===== src/rtl/reorder_buffer_pkg.sv =====
// reorder_buffer_pkg: shared sizes, entry layout and FSM states for the reorder buffer.
package reorder_buffer_pkg;
    localparam int ROB_WIDTH_BIT = 3;
    localparam int ROB_SIZE = 1 << ROB_WIDTH_BIT;
    localparam int REG_ID_W = 5;
    localparam int XLEN = 32;
    typedef logic [ROB_WIDTH_BIT-1:0] rob_tag_t;
    typedef logic [ROB_WIDTH_BIT:0] rob_cnt_t;
    typedef enum logic {RUN, FLUSH} rob_state_e;
    typedef struct packed {
        logic                busy;
        logic                ready;
        logic [REG_ID_W-1:0] rd;
        logic                is_br;
        logic                pred_jmp;
        logic                jmp;
        logic [XLEN-1:0]     val;
        logic [XLEN-1:0]     target;
    } rob_entry_t;
endpackage


===== src/rtl/reorder_buffer_lookup_port.sv =====
// reorder_buffer_lookup_port: operand lookup of one ROB tag with CDB bypass.
module reorder_buffer_lookup_port
    import reorder_buffer_pkg::*;
(
    input  rob_tag_t        id_i,
    input  logic            busy_i,
    input  logic            ready_i,
    input  logic [XLEN-1:0] val_i,
    input  logic            cdb_valid_i,
    input  rob_tag_t        cdb_rob_id_i,
    input  logic [XLEN-1:0] cdb_val_i,
    output logic            ready_o,
    output logic [XLEN-1:0] val_o
);
    logic hit;
    assign hit     = cdb_valid_i && (cdb_rob_id_i == id_i);
    assign ready_o = busy_i && (ready_i || hit);
    assign val_o   = hit ? cdb_val_i : val_i;
endmodule


===== src/rtl/reorder_buffer.sv =====
// reorder_buffer: circular in-order ROB with rename, CDB writeback, operand lookup,
// in-order commit and a two-step flush on branch mispredict.
module reorder_buffer
    import reorder_buffer_pkg::*;
(
    input  logic                clk_in,
    input  logic                rst_in,
    input  logic                rdy_in,
    input  logic                issue_valid,
    input  logic [REG_ID_W-1:0] issue_rd,
    input  logic                issue_is_br,
    input  logic                issue_pred_jmp,
    input  logic                issue_ready,
    input  logic [XLEN-1:0]     issue_val,
    output logic                rob_full,
    output logic [REG_ID_W-1:0] new_reg_id,
    output rob_tag_t            new_ROB_id,
    input  logic                cdb_valid,
    input  rob_tag_t            cdb_rob_id,
    input  logic [XLEN-1:0]     cdb_val,
    input  logic                cdb_jmp,
    input  logic [XLEN-1:0]     cdb_target,
    input  rob_tag_t            rs1_id,
    input  rob_tag_t            rs2_id,
    output logic                rs1_ready,
    output logic                rs2_ready,
    output logic [XLEN-1:0]     rs1_val,
    output logic [XLEN-1:0]     rs2_val,
    output logic [REG_ID_W-1:0] write_reg_id,
    output rob_tag_t            write_ROB_id,
    output logic [XLEN-1:0]     write_val,
    output logic                clear_flag,
    output logic [XLEN-1:0]     clear_pc,
    output rob_tag_t            head_id
);
    rob_entry_t          entries_q [ROB_SIZE];
    rob_entry_t          entries_d [ROB_SIZE];
    rob_tag_t            head_q, head_d, tail_q, tail_d, wr_tag_q, wr_tag_d;
    rob_cnt_t            count_q, count_d;
    rob_state_e          state_q, state_d;
    logic [REG_ID_W-1:0] wr_rd_q, wr_rd_d;
    logic [XLEN-1:0]     wr_val_q, wr_val_d, clr_pc_q, clr_pc_d, flush_pc_q, flush_pc_d;
    logic                clr_q, clr_d;
    rob_entry_t          head_e;
    logic                issue_acc, commit, mispredict, cdb_run;

    assign head_e     = entries_q[head_q];
    assign rob_full   = (count_q == rob_cnt_t'(ROB_SIZE)) || (state_q != RUN);
    assign issue_acc  = issue_valid && !rob_full && rdy_in;
    assign commit     = rdy_in && (state_q == RUN) && head_e.busy && head_e.ready;
    assign mispredict = commit && head_e.is_br && (head_e.jmp != head_e.pred_jmp);
    assign cdb_run    = cdb_valid && (state_q == RUN);
    assign new_reg_id = issue_acc ? issue_rd : '0;
    assign new_ROB_id = tail_q;
    assign head_id    = head_q;
    assign write_reg_id = wr_rd_q;
    assign write_ROB_id = wr_tag_q;
    assign write_val    = wr_val_q;
    assign clear_flag   = clr_q;
    assign clear_pc     = clr_pc_q;

    reorder_buffer_lookup_port u_rs1 (
        .id_i(rs1_id), .busy_i(entries_q[rs1_id].busy), .ready_i(entries_q[rs1_id].ready),
        .val_i(entries_q[rs1_id].val), .cdb_valid_i(cdb_run), .cdb_rob_id_i(cdb_rob_id),
        .cdb_val_i(cdb_val), .ready_o(rs1_ready), .val_o(rs1_val)
    );
    reorder_buffer_lookup_port u_rs2 (
        .id_i(rs2_id), .busy_i(entries_q[rs2_id].busy), .ready_i(entries_q[rs2_id].ready),
        .val_i(entries_q[rs2_id].val), .cdb_valid_i(cdb_run), .cdb_rob_id_i(cdb_rob_id),
        .cdb_val_i(cdb_val), .ready_o(rs2_ready), .val_o(rs2_val)
    );

    always_comb begin
        entries_d  = entries_q;
        head_d     = head_q;
        tail_d     = tail_q;
        count_d    = count_q;
        state_d    = state_q;
        flush_pc_d = flush_pc_q;
        wr_rd_d    = wr_rd_q;
        wr_tag_d   = wr_tag_q;
        wr_val_d   = wr_val_q;
        clr_d      = clr_q;
        clr_pc_d   = clr_pc_q;
        if (rdy_in) begin
            wr_rd_d = '0;
            clr_d   = 1'b0;
            if (state_q == FLUSH) begin
                for (int i = 0; i < ROB_SIZE; i++) entries_d[i].busy = 1'b0;
                head_d   = '0;
                tail_d   = '0;
                count_d  = '0;
                state_d  = RUN;
                clr_d    = 1'b1;
                clr_pc_d = flush_pc_q;
            end else begin
                if (cdb_valid && entries_q[cdb_rob_id].busy) begin
                    entries_d[cdb_rob_id].ready  = 1'b1;
                    entries_d[cdb_rob_id].val    = cdb_val;
                    entries_d[cdb_rob_id].jmp    = cdb_jmp;
                    entries_d[cdb_rob_id].target = cdb_target;
                end
                if (commit) begin
                    entries_d[head_q].busy = 1'b0;
                    head_d   = head_q + 1'b1;
                    wr_rd_d  = head_e.rd;
                    wr_tag_d = head_q;
                    wr_val_d = head_e.val;
                end
                if (mispredict) begin
                    state_d    = FLUSH;
                    flush_pc_d = head_e.target;
                end
                if (issue_acc) begin
                    entries_d[tail_q] = '{busy: 1'b1, ready: issue_ready, rd: issue_rd,
                                          is_br: issue_is_br, pred_jmp: issue_pred_jmp,
                                          jmp: 1'b0, val: issue_val, target: '0};
                    tail_d = tail_q + 1'b1;
                end
                // Count, not pointer equality, distinguishes empty from full on wrap.
                count_d = count_q + rob_cnt_t'(issue_acc) - rob_cnt_t'(commit);
            end
        end
    end

    always_ff @(posedge clk_in or negedge rst_in) begin
        if (!rst_in) begin
            entries_q  <= '{default: '0};
            head_q     <= '0;
            tail_q     <= '0;
            count_q    <= '0;
            state_q    <= RUN;
            flush_pc_q <= '0;
            wr_rd_q    <= '0;
            wr_tag_q   <= '0;
            wr_val_q   <= '0;
            clr_q      <= 1'b0;
            clr_pc_q   <= '0;
        end else begin
            entries_q  <= entries_d;
            head_q     <= head_d;
            tail_q     <= tail_d;
            count_q    <= count_d;
            state_q    <= state_d;
            flush_pc_q <= flush_pc_d;
            wr_rd_q    <= wr_rd_d;
            wr_tag_q   <= wr_tag_d;
            wr_val_q   <= wr_val_d;
            clr_q      <= clr_d;
            clr_pc_q   <= clr_pc_d;
        end
    end
endmodule


===== config.mk =====
export PLATFORM = sky130hd
export DESIGN_NAME = reorder_buffer
export DESIGN_NICKNAME = d
export VERILOG_FILES = /design/src/rtl/reorder_buffer_pkg.sv /design/src/rtl/reorder_buffer_lookup_port.sv /design/src/rtl/reorder_buffer.sv
export SDC_FILE = /design/constraint.sdc
export NUM_CORES = 2
export LEC_CHECK = 0
export CORE_UTILIZATION = 54
export DETAILED_ROUTE_END_ITERATION = 12
export HOLD_SLACK_MARGIN = 0.15
export PLACE_DENSITY = 0.77
export SLEW_MARGIN = 5
export SYNTH_ARGS = -nofsm -noshare
export SYNTH_HDL_FRONTEND = slang
export SYNTH_SLANG_ARGS = --single-unit
export TNS_END_PERCENT = 5

===== constraint.sdc =====
create_clock -name clk_in -period 3.1 [get_ports clk_in]
set_input_delay 0.62 -clock clk_in [delete_from_list [all_inputs] [get_ports clk_in]]
set_output_delay 0.62 -clock clk_in [all_outputs]
set_load 0.005 [all_outputs]

==> metrics.md <==
| Metric | Value |
|---|---|
| Horiz. Die Dim | 264 um |
| Fin. Hold Viols | 0 |
| Total iterations of the first detailed-routing run | 10 |
| Leakage power of the design | 18.9 nW |
| Cell Chain, Critical Path | dlygate4sd2_1 -> xor2_1 -> nor4_2 -> buf_4 -> buf_4 -> buf_8 -> nand2_1 -> o21ai_0 -> clkdlybuf4s50_1 |
| Slowest library cell on the worst path | clkdlybuf4s50_1 |
| Setup slack of the critical path after layout | -0.0648 ns |
| Hpwl dp | 74700 um |
| Average cell area after synthesis | 10.7 um2 |
| Kind of path behind the tightest hold check | reg -> reg |
| Die Height | 264 um |
| Top cell type's share of synthesized area | 0.478 |
| Starting Density | 0.549 |
| Area delta synth->final | 20.6% |
| Count of flip-flops with a built-in enable after synthesis | 0 |
| Type of element launching the critical path | primary input |
| Clock network latency to the later pin of the worst-skew pair | 0.66 ns |
| Wire length reported by the detailed router | 126000 um |
| Data arrival at the endpoint of the critical path | 2.54 ns |
| Number of pins with negative max-slew slack in the final report | 0 |
| Register area share after synthesis | 0.478 |
| Post-route ant nets | 0 |
| Most frequent cell after synthesis | dfrtp_1 |
| Run status | finished with violations |
| Biggest fanout along the worst timing path | 13 |
| Maximum level of the CTS H-tree | 3 |
| Period Utilization, post-route | 1.02 |
| Via count of the first global-routing pass | 32300 |
| Peak clock frequency supported by timing | 316 MHz |
| Placement Rows | 95 |
| Port buffer count | 269 |
| Yosys warnings | 0 |
| Setup slack of the worst register-to-register path | 0.30 ns |
| Syn Nets | 3589 |
| Cell count after synthesis | 3462 |
| Full die area | 69700 um2 |
| Clock tree from TritonCTS | done |
| Setup repair after global routing missed its margin | true |
| Worst clock skew | 0.0311 ns |
| Min Clock Period, post-route | 3.16 ns |
| Worst slew pin tran | 1.10 ns |
| MaxCap Viol Count | 0 |
| Main area contributors after synthesis | dfrtp_1 48%, mux4_2 13%, mux2i_1 6.8% |
| First-pass GRT wire length | 193000 um |
| Register bit total from synthesis | 708 |
| Critical path's most frequent cell | buf_4 |
| Classification of the worst setup path | in -> out |
| Netlist area before placement | 37100 um2 |
| Total global routing track utilization | 0.361 |
| Post-synth cell types | 55 |
| Cts bufs inserted | 76 |
| Post-route cell area | 44700 um2 |
| Global-route congestion overflow total | 0 |
| Placed instance area | 41900 um2 |
| Slowest stage delay, CP | 0.52 ns |
| NumNets Final | 3780 |
| Root buf cell | clkbuf_16 |
| Wire per inst | 27.4 um |
| WP data required | 2.48 ns |
| Register cell area after layout | 17700 um2 |
| DRC violations left | 0 |
| Vias per cell | 6.92 |
| Fraction of layout instances using a drive strength above 1 | 0.193 |
| Io pins | 270 |
| Via count of the routed design | 31800 |
| Post-synthesis async set-or-reset flop share | 1.00 |
| Number of endpoints failing setup at the final stage | 3 |
| Multi-input logic area | 18000 um2 |
| Leading cell types by count after synthesis | 708 x dfrtp_1, 377 x nand2_1, 339 x a21oi_1, 313 x o21ai_0, 282 x nor2_1 |
| Minimum hold slack | 0.477 ns |
| Routability congestion estimate from global placement | 0.902 |
| Flip-flop cell with the highest count after synthesis | dfrtp_1 |
| Placeable core region | 67500 um2 |
| Buffer depth of the longest clock path | 3 |
| Worst rel slew slack | 0.269 |
| Fillers | 4936 |
| Sinks on Clock Net | 708 |
| Placement Setup Slack | -0.429 ns |
| Number of antenna violations at the first check in global routing | 8 |
| Highest ir drop seen on vdd | 688 uV |
| Clock transition at the register clock pins on the worst setup and hold paths after CTS | 0.06 ns |
| Power density cells | 953 nW/um2 |
| Drt first-iter violations | 4128 |
| Crit path capture type | output pin |
| Area leader, netlist | dfrtp_1 |
| Maximum number of pins on one net before global-route repair | 132 |
| Violated checks | negative setup slack |
[state kept, by name (all words and copies together), names as in the netlist]
register,flops
write_ROB_id,3
new_ROB_id,3
flush_pc_q,32
entries_q,592
write_reg_id,5
head_id,3
state_q,1
clear_pc,32
count_q,4
clear_flag,1
write_val,32
[critical path: cells and delay by family]
family,cells,cell delay (ns)
buffers and inverters,5,1.31
AOI/OAI and AO/OA,1,0.06
xor gates and xnor gates,1,0.18
and+or+nand+nor,2,0.36
[cell type report]
class | instances | share of cell area
multi-input cells | 2368 | 0.403
flip-flops and latches | 708 | 0.397
repair buffers | 490 | 0.117
clock buffers | 108 | 0.0491
well taps | 873 | 0.0245
clock inverters | 28 | 0.00885
inverters | 9 | 0.000756
diodes | 7 | 0.000392
[cell usage in the layout, fill, tap and decap left out, types with 17 or more instances in the layout]
cell	synthesis	routed
buf_12	0	66
o22a_1	33	33
a21oi_1	339	331
dlygate4sd2_1	0	55
mux2_2	90	90
mux2i_1	252	251
buf_4	0	149
nor2_1	282	282
mux2_4	29	29
o221ai_1	32	32
o2bb2ai_1	26	26
clkbuf_8	0	17
dfrtp_1	708	705
o21ai_0	313	313
clkdlybuf4s50_1	0	198
o22ai_1	257	257
clkbuf_16	0	78
mux4_2	209	209
nand2_1	377	373
[power by group]
| group | switching (mW) | leakage (nW) | internal (mW) | total, mW |
|---|---|---|---|---|
| Clock | 4.00 | 1.27 | 5.41 | 9.41 |
| Combinational | 8.40 | 8.57 | 8.55 | 16.9 |
| Sequential | 3.17 | 9.02 | 13.1 | 16.2 |
| Total | 15.6 | 18.9 | 27.0 | 42.6 |
[logic make-up (layout without fill, tap and decap cells)]
logic type / Yosys count / in the layout / synth area share
AO/OA/AOI/OAI: 1030 / 1030 / 0.160
XOR/XNOR: 10 / 10 / 0.00236
adder cells (fa/ha/maj): 8 / 8 / 0.00290
buffers and inverters: 386 / 635 / 0.0407
flip-flops: 708 / 708 / 0.478
multiplexers: 582 / 582 / 0.236
other: 0 / 7 / 0
AND/OR/NAND/NOR: 738 / 738 / 0.0805
[worst paths after layout]
check                                          start                    endpoint  cells after the start
max in group asynchronous                     rst_in  entries_q[550]$_DFFE_PN0P_                      3
min in group asynchronous                     rst_in  entries_q[557]$_DFFE_PN0P_                      2
setup reg to reg              head_id[0]$_DFFE_PN0P_      count_q[2]$_DFFE_PN0P_                     11
hold reg to reg            entries_q[64]$_DFFE_PN0P_   entries_q[64]$_DFFE_PN0P_                      2
hold / removal             entries_q[64]$_DFFE_PN0P_   entries_q[64]$_DFFE_PN0P_                      2
setup / recovery                       cdb_rob_id[0]                 rs1_val[25]                      9
[layer usage]
layer,global-route usage,up-vias,wire (um)
met1,0.459,15600,44100
met3,0.0971,595,16000
met5,0,-,33
li1,-,13100,-
met4,0.202,4,7520
met2,0.561,2420,58300
[per-stage QoR]
step           std cells  total power [mW]   util  setup TNS [ns]
2_1_floorplan       3462              26.3      -               0
3_3_place_gp        4439              32.2  0.621          -15.80
3_5_place_dp        4439              33.0  0.621          -20.99
4_1_cts             4580              42.2  0.660          -0.440
5_1_grt             4589              44.7  0.662          -0.492
6_report            4591              42.6  0.662          -0.189
[timing repair]
action / CTS / global route
pin swaps: 3 / 0
gates cloned: 2 / 2
resized for setup: 73 / 14
hold buffers: 1 / 0
endpoints found under the setup margin: 71 / 16
endpoints found under the hold margin: 36 / 0
buffers inserted: 2 / 2
Power figures use the tool's default switching activity.
